## config.mk

```make
export PLATFORM = sky130hd
export DESIGN_NAME = alu_arb_flat
export DESIGN_NICKNAME = d
export VERILOG_FILES = /design/src/rtl/alu_arb_if.sv /design/src/rtl/alu_arb.sv /design/src/flat_wrapper.sv
export SDC_FILE = /design/constraint.sdc
export NUM_CORES = 1
export LEC_CHECK = 0
export CELL_PAD_IN_SITES_DETAIL_PLACEMENT = 0
export CELL_PAD_IN_SITES_GLOBAL_PLACEMENT = 1
export CORE_ASPECT_RATIO = 0.9
export CORE_MARGIN = 8
export CORE_UTILIZATION = 25
export DETAILED_ROUTE_END_ITERATION = 8
export GPL_TIMING_DRIVEN = 1
export PLACE_DENSITY_LB_ADDON = 0.1
export SYNTH_ARGS = -nofsm -noshare
export SYNTH_HDL_FRONTEND = slang
export SYNTH_SLANG_ARGS = --single-unit
```

## constraint.sdc

```tcl
create_clock -name clk -period 2.46 [get_ports clk]
set_input_delay 0.492 -clock clk [delete_from_list [all_inputs] [get_ports clk]]
set_output_delay 0.492 -clock clk [all_outputs]
set_load 0.01 [all_outputs]
```

## src/rtl/alu_arb_if.sv

```systemverilog
`default_nettype none
// ============================================================================
// Module      : alu_arb_if
// Description : Bundle of the two requester ports, the two response ports and
//               the shared-ALU port of alu_arb. The arbiter takes the slave
//               view; requesters and the ALU together take the master view.
// Revision    : 1.0 - initial release
// ============================================================================
interface alu_arb_if;
    logic        req0_vld;
    logic        req1_vld;
    logic        req0_rdy;
    logic        req1_rdy;
    logic [15:0] req0_a;
    logic [15:0] req0_b;
    logic [15:0] req1_a;
    logic [15:0] req1_b;
    logic [2:0]  req0_op;
    logic [2:0]  req1_op;
    logic [3:0]  req0_ctl;
    logic [3:0]  req1_ctl;
    logic        rsp0_vld;
    logic        rsp1_vld;
    logic        rsp0_rdy;
    logic        rsp1_rdy;
    logic [15:0] rsp_data;
    logic [4:0]  rsp_flags;
    logic [15:0] alu_a;
    logic [15:0] alu_b;
    logic [2:0]  alu_op;
    logic [3:0]  alu_ctl;
    logic [15:0] alu_out;
    logic [4:0]  alu_flags;

    modport master (
        output req0_vld, req1_vld, req0_a, req0_b, req1_a, req1_b,
               req0_op, req1_op, req0_ctl, req1_ctl, rsp0_rdy, rsp1_rdy,
               alu_out, alu_flags,
        input  req0_rdy, req1_rdy, rsp0_vld, rsp1_vld, rsp_data, rsp_flags,
               alu_a, alu_b, alu_op, alu_ctl
    );

    modport slave (
        input  req0_vld, req1_vld, req0_a, req0_b, req1_a, req1_b,
               req0_op, req1_op, req0_ctl, req1_ctl, rsp0_rdy, rsp1_rdy,
               alu_out, alu_flags,
        output req0_rdy, req1_rdy, rsp0_vld, rsp1_vld, rsp_data, rsp_flags,
               alu_a, alu_b, alu_op, alu_ctl
    );
endinterface
`default_nettype wire

```

## src/rtl/alu_arb.sv

```systemverilog
`default_nettype none
// ============================================================================
// Module      : alu_arb
// Description : Two-port arbiter in front of a shared combinational ALU.
//               IDLE accepts one request, EXEC captures the ALU result,
//               RESP holds the result until the granted requester takes it.
//               Ties are resolved round-robin by default; defining
//               ALU_ARB_FIXED_PRIO_EN makes port 0 always win a tie.
// Revision    : 1.0 - initial release
// ============================================================================
module alu_arb (
    input  wire logic clk,
    input  wire logic rst_n,
    alu_arb_if.slave  bus
);
    typedef enum logic [1:0] {
        IDLE = 2'd0,
        EXEC = 2'd1,
        RESP = 2'd2
    } state_t;

    state_t      state;
    state_t      state_nxt;
    logic        gnt_sel;      // port picked this cycle if a request is taken
    logic        gnt_port;     // port owning the outstanding operation
    logic        tie_pick;     // winner when both ports request at once
    logic        accept;
    logic        capture;
    logic [1:0]  req_rdy;
    logic [1:0]  rsp_vld;
    logic [15:0] opnd_a;
    logic [15:0] opnd_b;
    logic [2:0]  opnd_op;
    logic [3:0]  opnd_ctl;
    logic [15:0] result_data;
    logic [4:0]  result_flags;

`ifdef ALU_ARB_FIXED_PRIO_EN
    assign tie_pick = 1'b0;
`else
    logic last_gnt;

    // Remember the most recently accepted port; reset favours port 0 next.
    always_ff @(posedge clk) begin
        if (!rst_n) begin
            last_gnt <= 1'b1;
        end else if (accept) begin
            last_gnt <= gnt_sel;
        end
    end

    assign tie_pick = ~last_gnt;
`endif

    // A lone requester always wins; only a tie consults the priority rule.
    assign gnt_sel = (bus.req0_vld && bus.req1_vld) ? tie_pick : bus.req1_vld;

    // State register.
    always_ff @(posedge clk) begin
        if (!rst_n) begin
            state <= IDLE;
        end else begin
            state <= state_nxt;
        end
    end

    // Next-state and handshake decode; handshakes are forced low during reset.
    always_comb begin
        state_nxt = state;
        req_rdy   = 2'b00;
        rsp_vld   = 2'b00;
        accept    = 1'b0;
        capture   = 1'b0;
        case (state)
            IDLE: begin
                if (rst_n && (bus.req0_vld || bus.req1_vld)) begin
                    accept           = 1'b1;
                    req_rdy[gnt_sel] = 1'b1;
                    state_nxt        = EXEC;
                end
            end
            EXEC: begin
                capture   = 1'b1;
                state_nxt = RESP;
            end
            RESP: begin
                if (rst_n) begin
                    rsp_vld[gnt_port] = 1'b1;
                end
                if (gnt_port ? bus.rsp1_rdy : bus.rsp0_rdy) begin
                    state_nxt = IDLE;
                end
            end
            default: begin
                state_nxt = IDLE;
            end
        endcase
    end

    // Record which port owns the operation being served.
    always_ff @(posedge clk) begin
        if (!rst_n) begin
            gnt_port <= 1'b0;
        end else if (accept) begin
            gnt_port <= gnt_sel;
        end
    end

    // Operand register: loaded from the granted port at accept, held otherwise.
    always_ff @(posedge clk) begin
        if (!rst_n) begin
            opnd_a   <= '0;
            opnd_b   <= '0;
            opnd_op  <= '0;
            opnd_ctl <= '0;
        end else if (accept) begin
            if (gnt_sel) begin
                opnd_a   <= bus.req1_a;
                opnd_b   <= bus.req1_b;
                opnd_op  <= bus.req1_op;
                opnd_ctl <= bus.req1_ctl;
            end else begin
                opnd_a   <= bus.req0_a;
                opnd_b   <= bus.req0_b;
                opnd_op  <= bus.req0_op;
                opnd_ctl <= bus.req0_ctl;
            end
        end
    end

    // Result register: snapshot of the ALU during the single EXEC cycle.
    always_ff @(posedge clk) begin
        if (!rst_n) begin
            result_data  <= '0;
            result_flags <= '0;
        end else if (capture) begin
            result_data  <= bus.alu_out;
            result_flags <= bus.alu_flags;
        end
    end

    assign bus.req0_rdy  = req_rdy[0];
    assign bus.req1_rdy  = req_rdy[1];
    assign bus.rsp0_vld  = rsp_vld[0];
    assign bus.rsp1_vld  = rsp_vld[1];
    assign bus.rsp_data  = result_data;
    assign bus.rsp_flags = result_flags;
    assign bus.alu_a     = opnd_a;
    assign bus.alu_b     = opnd_b;
    assign bus.alu_op    = opnd_op;
    assign bus.alu_ctl   = opnd_ctl;
endmodule
`default_nettype wire
```

## src/flat_wrapper.sv

```systemverilog
// flat-port wrapper written by rule: the top's interface ports become plain ports
module alu_arb_flat 
  (clk, rst_n, bus_req0_vld, bus_req1_vld, bus_req0_a, bus_req0_b, bus_req1_a, bus_req1_b, bus_req0_op, bus_req1_op, bus_req0_ctl, bus_req1_ctl, bus_rsp0_rdy, bus_rsp1_rdy, bus_alu_out, bus_alu_flags, bus_req0_rdy, bus_req1_rdy, bus_rsp0_vld, bus_rsp1_vld, bus_rsp_data, bus_rsp_flags, bus_alu_a, bus_alu_b, bus_alu_op, bus_alu_ctl);
  alu_arb_if bus_i ();
  input  wire logic clk;
  input  wire logic rst_n;
  input wire logic [$bits(bus_i.req0_vld)-1:0] bus_req0_vld;
  input wire logic [$bits(bus_i.req1_vld)-1:0] bus_req1_vld;
  input wire logic [$bits(bus_i.req0_a)-1:0] bus_req0_a;
  input wire logic [$bits(bus_i.req0_b)-1:0] bus_req0_b;
  input wire logic [$bits(bus_i.req1_a)-1:0] bus_req1_a;
  input wire logic [$bits(bus_i.req1_b)-1:0] bus_req1_b;
  input wire logic [$bits(bus_i.req0_op)-1:0] bus_req0_op;
  input wire logic [$bits(bus_i.req1_op)-1:0] bus_req1_op;
  input wire logic [$bits(bus_i.req0_ctl)-1:0] bus_req0_ctl;
  input wire logic [$bits(bus_i.req1_ctl)-1:0] bus_req1_ctl;
  input wire logic [$bits(bus_i.rsp0_rdy)-1:0] bus_rsp0_rdy;
  input wire logic [$bits(bus_i.rsp1_rdy)-1:0] bus_rsp1_rdy;
  input wire logic [$bits(bus_i.alu_out)-1:0] bus_alu_out;
  input wire logic [$bits(bus_i.alu_flags)-1:0] bus_alu_flags;
  output wire logic [$bits(bus_i.req0_rdy)-1:0] bus_req0_rdy;
  output wire logic [$bits(bus_i.req1_rdy)-1:0] bus_req1_rdy;
  output wire logic [$bits(bus_i.rsp0_vld)-1:0] bus_rsp0_vld;
  output wire logic [$bits(bus_i.rsp1_vld)-1:0] bus_rsp1_vld;
  output wire logic [$bits(bus_i.rsp_data)-1:0] bus_rsp_data;
  output wire logic [$bits(bus_i.rsp_flags)-1:0] bus_rsp_flags;
  output wire logic [$bits(bus_i.alu_a)-1:0] bus_alu_a;
  output wire logic [$bits(bus_i.alu_b)-1:0] bus_alu_b;
  output wire logic [$bits(bus_i.alu_op)-1:0] bus_alu_op;
  output wire logic [$bits(bus_i.alu_ctl)-1:0] bus_alu_ctl;
  assign bus_i.req0_vld = bus_req0_vld;
  assign bus_i.req1_vld = bus_req1_vld;
  assign bus_i.req0_a = bus_req0_a;
  assign bus_i.req0_b = bus_req0_b;
  assign bus_i.req1_a = bus_req1_a;
  assign bus_i.req1_b = bus_req1_b;
  assign bus_i.req0_op = bus_req0_op;
  assign bus_i.req1_op = bus_req1_op;
  assign bus_i.req0_ctl = bus_req0_ctl;
  assign bus_i.req1_ctl = bus_req1_ctl;
  assign bus_i.rsp0_rdy = bus_rsp0_rdy;
  assign bus_i.rsp1_rdy = bus_rsp1_rdy;
  assign bus_i.alu_out = bus_alu_out;
  assign bus_i.alu_flags = bus_alu_flags;
  assign bus_req0_rdy = bus_i.req0_rdy;
  assign bus_req1_rdy = bus_i.req1_rdy;
  assign bus_rsp0_vld = bus_i.rsp0_vld;
  assign bus_rsp1_vld = bus_i.rsp1_vld;
  assign bus_rsp_data = bus_i.rsp_data;
  assign bus_rsp_flags = bus_i.rsp_flags;
  assign bus_alu_a = bus_i.alu_a;
  assign bus_alu_b = bus_i.alu_b;
  assign bus_alu_op = bus_i.alu_op;
  assign bus_alu_ctl = bus_i.alu_ctl;
  alu_arb u_core (.clk(clk), .rst_n(rst_n), .bus(bus_i));
endmodule
```

==> run metrics, run 1 <==
status finished, final reports clean; Filler Cell Count 1009; Final min period 2.25 ns; Slew Viols, Final 0; drt via density 4.73; die height 114 microns; GRT overflow 0; ant diodes 0; gpl congestion 0.756; final setup fails 0; dpl ws -0.280 ns; Register Area 1280 sq um; TritonCTS Buffers 9; HP Class register to register; PnR worst setup slack 0.213 ns; power consumption 3.31 mW; fin crit share 91.4%; Synth Area in Adders 0%; worst slew pin tran 0.487 ns; synth unique cells 25; Max Cap Viol 0; XOR/XNOR Fraction of Synth Area 0%; #FFs+latches synth 64; antenna violations before repair 0; Non-Filler Instances 592; CTS tree built; H-tree levels 3; Avg Cell Area, Syn 8.97 sq um; Area growth, synth to finish 80.5%; setup TNS 0 ns; worst skew pair latency 0.32 ns; PwrDens 691 nW/um^2; Pre-Repair DR Iteration Count 5; Multi-input gate area 1220 sq um; vias in the first global route 2902; leading cell types in the layout, fill and taps excluded 164 x clkdlybuf4s50_1, 82 x nand2_1, 64 x dfxtp_1; CP arrival 1.76 ns; Final Hold Violating Endpoints 0; I/O pins 169; Critical Path RT 1.97 ns; nature of the critical path endpoint output pin; layout cell share with drive strength beyond 1 7.78%; clk buf depth 2; sequential area share after synthesis 48.2%; FMAX 0.445 GHz; critical path type register to output pin; Post-CTS Setup Inserts 0; Post-Syn Instances 296; Initial Util 25.8%; Core ar. 10300 sq um; Synthesized Nets 401; WL/cell 18.0 microns; 1st-iter DRT viols 236; synth top area cells dfxtp_1 48%, a221o_1 15%, nand2_1 12%, nor3_1 7.3%, a21boi_1 4.8%; RSZ-0062 raised after global routing no; DR vias 2800; Post-Route WL 10600 microns; Post-DRT Antenna Nets 0; Static Leak 1.82 nW; most common cell after layout, fill and taps aside clkdlybuf4s50_1; cell taking the most area after synthesis dfxtp_1; largest net degree at the start of global routing 42; Relative slew margins 67.5%; Placed Cells incl. Taps 575; Mapped Area 2660 sq um; port bufs 168; global-route wire length before repair 16000 microns; Ys Warns 0; largest family of logic cells by synthesized area compound AO/OA/AOI/OAI gates; die width 125 microns; Die ar. 14200 sq um; Worst-path clk slew 0.06 ns; Clock Root Buffer clkbuf_16; Worst Setup Start Kind register; HPWL reported at the end of detailed placement 7220 microns; mux contribution to synthesized area 0.377%; row cnt 35; DRC violations left 0; peak fanout along the critical path 5; Synth Area in Simple Gates 21.8%; maximum VDD drop 0.486 mV; Compound-Gate Fraction of Synth Area 23.4%; Layout Nets 563; Layout Skew 0.00790 ns; post-synth top area share 48.2%; Sink Count 64; GRT Util Overall 14.1%
per-stage QoR:
step	hold WS, ns	utilization (%)	area (sq um)
final	0.449	46.6	4790
after global routing	0.462	46.6	4790
after CTS	0.452	46.2	4760
after detailed placement	0.444	43.0	4420
after global placement	0.441	43.0	4420
after floorplan	0.479	-	2660
cell families after synthesis:
logic type / after synthesis
AOI/OAI and AO/OA: 67
buffers and inverters: 30
DFF: 64
muxes: 1
and+or+nand+nor: 134
critical path, cell delays in order, from the launching register on:
cell             delay (ns)
dfxtp_1                0.36
buf_4                  0.14
nor2b_1                0.23
and3_1                 0.18
clkdlybuf4s50_1        0.53
routing by layer:
layer | part of all wire, % | routed length, microns | up-vias | GRT usage [%]
met5 | 0 | 0 | - | 0
met1 | 46 | 4870 | 1311 | 17.7
met3 | 9.2 | 975 | 7 | 5.70
met4 | 0.93 | 99 | 0 | 4.49
met2 | 44 | 4680 | 102 | 21.5
li1 | - | - | 1380 | -
worst paths after layout:
check | endpoint | cells after the start | start | slack, ns
worst min register to register | u_core.bus.rsp_data[15]$_SDFFE_PN0N_ | 2 | u_core.bus.rsp_data[15]$_SDFFE_PN0N_ | 0.45
worst max register to register | u_core.bus.alu_a[14]$_SDFFE_PN0P_ | 4 | u_core.state[1]$_SDFFE_PN0P_ | 0.70
worst min-delay path | u_core.bus.rsp_data[15]$_SDFFE_PN0N_ | 2 | u_core.bus.rsp_data[15]$_SDFFE_PN0N_ | 0.45
worst max-delay path | bus_rsp1_vld | 4 | u_core.state[1]$_SDFFE_PN0P_ | 0.21
synth_stat cells (all sizes together):
| master | number |
|---|---|
| a211oi | 1 |
| a21boi | 22 |
| a21oi | 2 |
| a221o | 39 |
| and3 | 2 |
| buf | 11 |
| clkbuf | 17 |
| dfxtp | 64 |
| dlygate4sd1 | 1 |
| inv | 1 |
| mux2i | 1 |
| nand2 | 82 |
| nand2b | 1 |
| nor2 | 4 |
| nor2b | 4 |
| nor3 | 39 |
| nor3b | 1 |
| o21a | 1 |
| o21ai | 1 |
| o31a | 1 |
| or3b | 1 |
cell type report:
cell class,count,share of cell area (%)
clock buffer,12,5.35
clock inverter,4,1.59
inverter,1,0.0783
multi-input combinational,202,25.5
sequential,64,26.7
tap,129,3.37
timing repair buffer,180,37.4
what timing repair did:
item | in CTS | in global routing
cloned | 0 | 1
pin swaps | 0 | 0
endpoints found under the setup margin | 4 | 4
resized for setup | 4 | 6
hold buffers | 0 | 0
sequential cells by signal, summed over array words and instances, names as in the netlist:
signal and flops:
u_core.bus.alu_op 3, u_core.bus.alu_b 16, u_core.last_gnt 1, u_core.bus.alu_ctl 4
u_core.bus.alu_a 16, u_core.state 2, u_core.bus.rsp_data 16, u_core.bus.rsp_flags 5
u_core.gnt_port 1
report_power, final:
part | switching [mW] | total (mW) | internal [mW] | leakage (nW)
clock | 0.468 | 1.41 | 0.945 | 0.159
sequential | 0.0551 | 1.19 | 1.14 | 0.526
combinational | 0.290 | 0.707 | 0.417 | 1.13
Power figures use the tool's default switching activity.
==> run 2: changes to the inputs <==
Settings changed: PLACE_DENSITY set to 0.81, PLACE_DENSITY_LB_ADDON 0.1 to not set, RECOVER_POWER set to 25.
==> run 2 against run 1 <==
  * Register-to-register slack got worse by 0.05 ns
  * Maximum frequency decreased by 6.3%
  * First-iteration DRC count decreased by 17%
  * Clock power decreased by 11%
  * Clock-buffer cell count decreased by 3
  * Sequential cell count unchanged
  * Clock skew increased by 0.0017 ns
  * Die area unchanged
  * Critical path type is now input pin to output pin
  * Sequential share of layout area increased by 0.45 points
  * Combinational power decreased by 3%
  * Global-route usage decreased by 0.12 points
==> run metrics, run 2 (synthesized netlist as in run 1, its figures left out) <==
status finished, final reports clean; Core ar. 10300 sq um (unchanged); Final Hold Violating Endpoints 0 (unchanged); Static Leak 1.77 nW (-2.5%); HP Class register to register; Pre-Repair DR Iteration Count 4 (-1); reg2reg path depth 4 (unchanged); maximum VDD drop 0.385 mV (-21%); GRT Util Overall 14.0% (-0.12 points); WHS Endpoint u_core.bus.rsp_data[12]$_SDFFE_PN0N_; Post-CTS Setup Inserts 0 (unchanged); Final min period 2.40 ns (+0.152 ns); DR vias 2826 (+0.93%); setup TNS 0 ns (unchanged); Filler Cell Count 999 (-0.99%); final setup fails 0 (unchanged); drt via density 4.80 (+1.4%); CTS tree built; Clock Root Buffer clkbuf_16; R2R Setup Slk 0.65 ns (-0.05 ns); die width 125 microns (unchanged); global-route wire length before repair 16200 microns (+0.82%); fin crit share 97.5% (+6.2 points); Slew Viols, Final 0 (unchanged); most frequent CP cell clkdlybuf4s50_1; Fin Hold WS 0.450 ns (+0.000651 ns); Post-DRT Antenna Nets 0 (unchanged); Max Cap Viol 0 (unchanged); row cnt 35 (unchanged); Critical Path Max Stage Delay 0.54 ns (about the same); Worst Hold Path Cells 2 (unchanged); critical path type input pin to output pin; crit path max-delay cell type clkdlybuf4s50_1; FMAX 0.417 GHz (-6.3%); most common cell after layout, fill and taps aside clkdlybuf4s50_1; reg-to-reg endpoint u_core.bus.alu_b[15]$_SDFFE_PN0P_; port bufs 168 (unchanged); reg2reg start u_core.state[1]$_SDFFE_PN0P_; I/O pins 169 (unchanged); clk buf depth 2 (unchanged); RSZ-0062 raised after global routing yes; vias in the first global route 2945 (+1.5%); placed inst area 4410 sq um (-0.34%); power consumption 3.15 mW (-5.0%); HPWL reported at the end of detailed placement 7240 microns (+0.26%); Relative slew margins 47.7% (-20 points); layout cell share with drive strength beyond 1 7.61% (-0.17 points); peak fanout along the critical path 27 (+22); Initial Util 25.8% (unchanged); fin area 4710 sq um (-1.6%); largest net degree at the start of global routing 41 (-2.4%); WL/cell 17.3 microns (-3.7%); antenna violations before repair 0 (unchanged); worst slew pin tran 0.785 ns (+0.298 ns); Layout Nets 560 (-0.53%); nature of the critical path endpoint output pin; PwrDens 667 nW/um^2 (-3.4%); Area growth, synth to finish 77.5%; die height 114 microns (unchanged); GRT overflow 0 (unchanged); Layout Skew 0.00961 ns (+0.00171 ns); H-tree levels 3 (unchanged); Post-Route WL 10200 microns (-4.2%); leading cell types in the layout, fill and taps excluded 165 x clkdlybuf4s50_1, 82 x nand2_1, 64 x dfxtp_1; Worst-path clk slew 0.05 ns (about the same); gpl congestion 0.742 (-1.9%); worst-path cell chain clkdlybuf4s50_1 -> buf_8 -> and3_1 -> clkdlybuf4s50_1; Die ar. 14200 sq um (unchanged); Sink Count 64 (unchanged); TritonCTS Buffers 9 (unchanged); HP Start u_core.bus.rsp_data[12]$_SDFFE_PN0N_; Critical Path RT 1.97 ns (about the same); Worst Setup Start Kind input pin; DRC violations left 0 (unchanged); CP arrival 1.91 ns (+0.15 ns); worst skew pair latency 0.33 ns (about the same); ant diodes 0 (unchanged); 1st-iter DRT viols 197 (-17%)
run 2: area by class of cell:
type	count	area [sq um]	area share [%]
timing repair buffer	177	1750	37.0
sequential	64	1280	27.2
multi-input combinational	202	1220	26.0
clock buffer	9	225	4.78
tap	129	161	3.42
clock inverter	7	72.6	1.54
inverter	1	3.75	0.0796
run 2: how the worst max path moves through the flow:
stage | from | endpoint | slack (ns) | depth (start not counted)
floorplan | rst_n | bus_req1_rdy | 0.37 | 5
global placement | rst_n | bus_req1_rdy | -0.23 | 4
detailed placement | rst_n | bus_req1_rdy | -0.25 | 4
CTS | rst_n | bus_req1_rdy | 0.005 | 4
global route | rst_n | bus_rsp0_vld | -0.03 | 5
finish | rst_n | bus_rsp1_vld | 0.06 | 4
run 2: per-stage QoR:
stage | util, % | instances | setup WS [ns]
3_5_place_dp | 42.8 | 573 | -0.249
4_1_cts | 45.7 | 589 | 0.00518
6_report | 45.8 | 589 | 0.0607
3_3_place_gp | 42.8 | 573 | -0.230
5_1_grt | 45.8 | 589 | -0.0314
2_1_floorplan | - | 296 | 0.367
run 2: what timing repair did:
item	in CTS	in global routing
gates cloned	0	0
hold buffers	0	0
resized for setup	3	5
setup endpoints to repair	3	3
run 2: routing by layer:
metal | global-route usage [%] | part of all wire (%) | vias to the layer above
li1 | - | - | 1382
met1 | 17.2 | 44 | 1332
met2 | 21.6 | 46 | 105
met3 | 5.33 | 8.5 | 7
met4 | 5.37 | 1.1 | 0
met5 | 0 | 0 | -
run 2: worst max-delay path, delay by kind of cell:
family | cells | cell delay [ns]
buffers and inverters | 3 | 1.24
and+or+nand+nor | 1 | 0.17
run 2: where the power goes:
group          switching [mW]  internal (mW)
clock network           0.479          0.783
registers              0.0588           1.14
logic                   0.280          0.409
total                   0.818           2.33
==> run 3: changes to the inputs <==
Settings changed: MAX_ROUTING_LAYER set to met4.
==> run 3 against run 2 <==
  * Worst hold slack about the same
  * Sequential power barely moved
  * Clock-buffer cell count unchanged
  * Sequential share of layout area unchanged
  * Maximum frequency down 0.15%
  * First-iteration DRC count up 5.1%
  * Largest power group unchanged
==> run metrics, run 3 (synthesized netlist as in run 1, its figures left out) <==
status finished, final reports clean; fin util 45.8% (unchanged); Slew Viols, Final 0 (unchanged); maximum VDD drop 0.384 mV (-0.17%); crit path max-delay cell type clkdlybuf4s50_1; Filler Cell Count 999 (unchanged); Fin Hold WS 0.450 ns (-0.0000450 ns); crit path from rst_n; Post-DRT Antenna Nets 0 (unchanged); FMAX 0.416 GHz (-0.15%); critical path type input pin to output pin; ant diodes 0 (unchanged); Layout Skew 0.00692 ns (-0.00269 ns); die width 125 microns (unchanged); Max Cap Viol 0 (unchanged); RSZ-0062 raised after global routing yes; clk buf depth 2 (unchanged); drt via density 4.81 (+0.28%); Clock Root Buffer clkbuf_16; Final min period 2.40 ns (+0.00363 ns); PwrDens 665 nW/um^2 (-0.30%); gpl congestion 0.751 (+1.3%); Area growth, synth to finish 77.5% (unchanged); fin crit share 97.7% (+0.15 points); die height 114 microns (unchanged); DRC violations left 0 (unchanged); reg2reg start u_core.state[1]$_SDFFE_PN0P_; I/O pins 169 (unchanged); HP Class register to register; Layout Nets 560 (unchanged); antenna violations before repair 0 (unchanged); most common cell after layout, fill and taps aside clkdlybuf4s50_1; peak fanout along the critical path 27 (unchanged); GR Util met2 21.5% (-0.071 points); M3 GR Usage 4.45% (-0.88 points); CP arrival 1.91 ns (about the same); row cnt 35 (unchanged); largest net degree at the start of global routing 41 (unchanged); most frequent CP cell clkdlybuf4s50_1; Die ar. 14200 sq um (unchanged); Non-Filler Instances 589 (unchanged); port bufs 168 (unchanged); nature of the critical path endpoint output pin; GRT overflow 0 (unchanged); 1st-iter DRT viols 207 (+5.1%); Post-Route WL 10100 microns (-0.30%); WL/cell 17.2 microns (-0.30%); Sink Count 64 (unchanged); Worst-path clk slew 0.05 ns (about the same); Initial Util 25.8% (unchanged); Final Hold Violating Endpoints 0 (unchanged); GRT Max-Usage Layer met2; Worst Setup Start Kind input pin; worst skew pair latency 0.32 ns (about the same); H-tree levels 3 (unchanged); Core ar. 10300 sq um (unchanged); Pre-Repair DR Iteration Count 4 (unchanged); final setup fails 0 (unchanged); placed inst area 4410 sq um (unchanged); Critical Path RT 1.97 ns (about the same); HP Start u_core.bus.rsp_data[12]$_SDFFE_PN0N_; Critical Path Max Stage Delay 0.54 ns (about the same); Static Leak 1.77 nW (unchanged); TritonCTS Buffers 9 (unchanged); Global Route met1 Usage 17.8% (+0.55 points); fin area 4710 sq um (unchanged); setup TNS 0 ns (unchanged); DR vias 2834 (+0.28%); vias in the first global route 2947 (+0.068%); Relative slew margins 47.0% (-0.63 points); leading cell types in the layout, fill and taps excluded 165 x clkdlybuf4s50_1, 82 x nand2_1, 64 x dfxtp_1; layout cell share with drive strength beyond 1 7.61% (unchanged); Placed Cells incl. Taps 573 (unchanged); HPWL reported at the end of detailed placement 7240 microns (unchanged); global-route wire length before repair 16100 microns (-0.21%); CTS tree built; GRT Util Overall 14.4% (+0.38 points); worst slew pin tran 0.794 ns (+0.00950 ns); worst-path cell chain clkdlybuf4s50_1 -> buf_8 -> and3_1 -> clkdlybuf4s50_1
[run 3: cell counts in the layout (fill, tap and decap cells not counted)]
Identical to the previous run, type by type.
[run 3: per-stage QoR]
step           total power, mW  setup WS [ns]
6_report                  3.14         0.0571
5_1_grt                   3.30        -0.0314
4_1_cts                   3.19        0.00518
3_5_place_dp              1.91         -0.249
3_3_place_gp              1.90         -0.230
2_1_floorplan             1.49          0.367
[run 3: per-layer routing]
| layer | vias to the layer above | share of wire, % |
|---|---|---|
| met2 | 108 | 46 |
| met1 | 1335 | 46 |
| met5 | - | 0 |
| met4 | 0 | 1.1 |
| met3 | 7 | 7.1 |
| li1 | 1384 | - |
[run 3: worst paths after layout]
check | end | slack [ns] | cells past startpoint
setup reg to reg | u_core.bus.alu_b[15]$_SDFFE_PN0P_ | 0.66 | 4
hold / removal | u_core.bus.rsp_data[12]$_SDFFE_PN0N_ | 0.45 | 2
setup / recovery | bus_rsp1_vld | 0.06 | 4
hold reg to reg | u_core.bus.rsp_data[12]$_SDFFE_PN0N_ | 0.45 | 2
[run 3: critical path: cells and delay by family]
family	cells	cell delay, ns
simple gates	1	0.17
buf+inv	3	1.24
[run 3: area by class of cell]
type	count	area, sq um	area share (%)
repair buffers	177	1750	37.0
flip-flops and latches	64	1280	27.2
multi-input cells	202	1220	26.0
clock buffers	9	225	4.78
well taps	129	161	3.42
clock inverters	7	72.6	1.54
inverters	1	3.75	0.0796
[run 3: repair_timing]
action | in CTS | in global routing
setup endpoints to repair | 3 | 3
hold endpoints to repair | 0 | 0
setup buffers | 0 | 0
hold buffers | 0 | 0
gates resized for setup | 3 | 5
gates cloned | 0 | 0
[run 3: where the power goes]
| group | switching, mW | internal (mW) | leakage (nW) | total (mW) |
|---|---|---|---|---|
| Clock | 0.471 | 0.783 | 0.141 | 1.25 |
| Combinational | 0.280 | 0.409 | 1.11 | 0.688 |
| Sequential | 0.0585 | 1.14 | 0.526 | 1.19 |
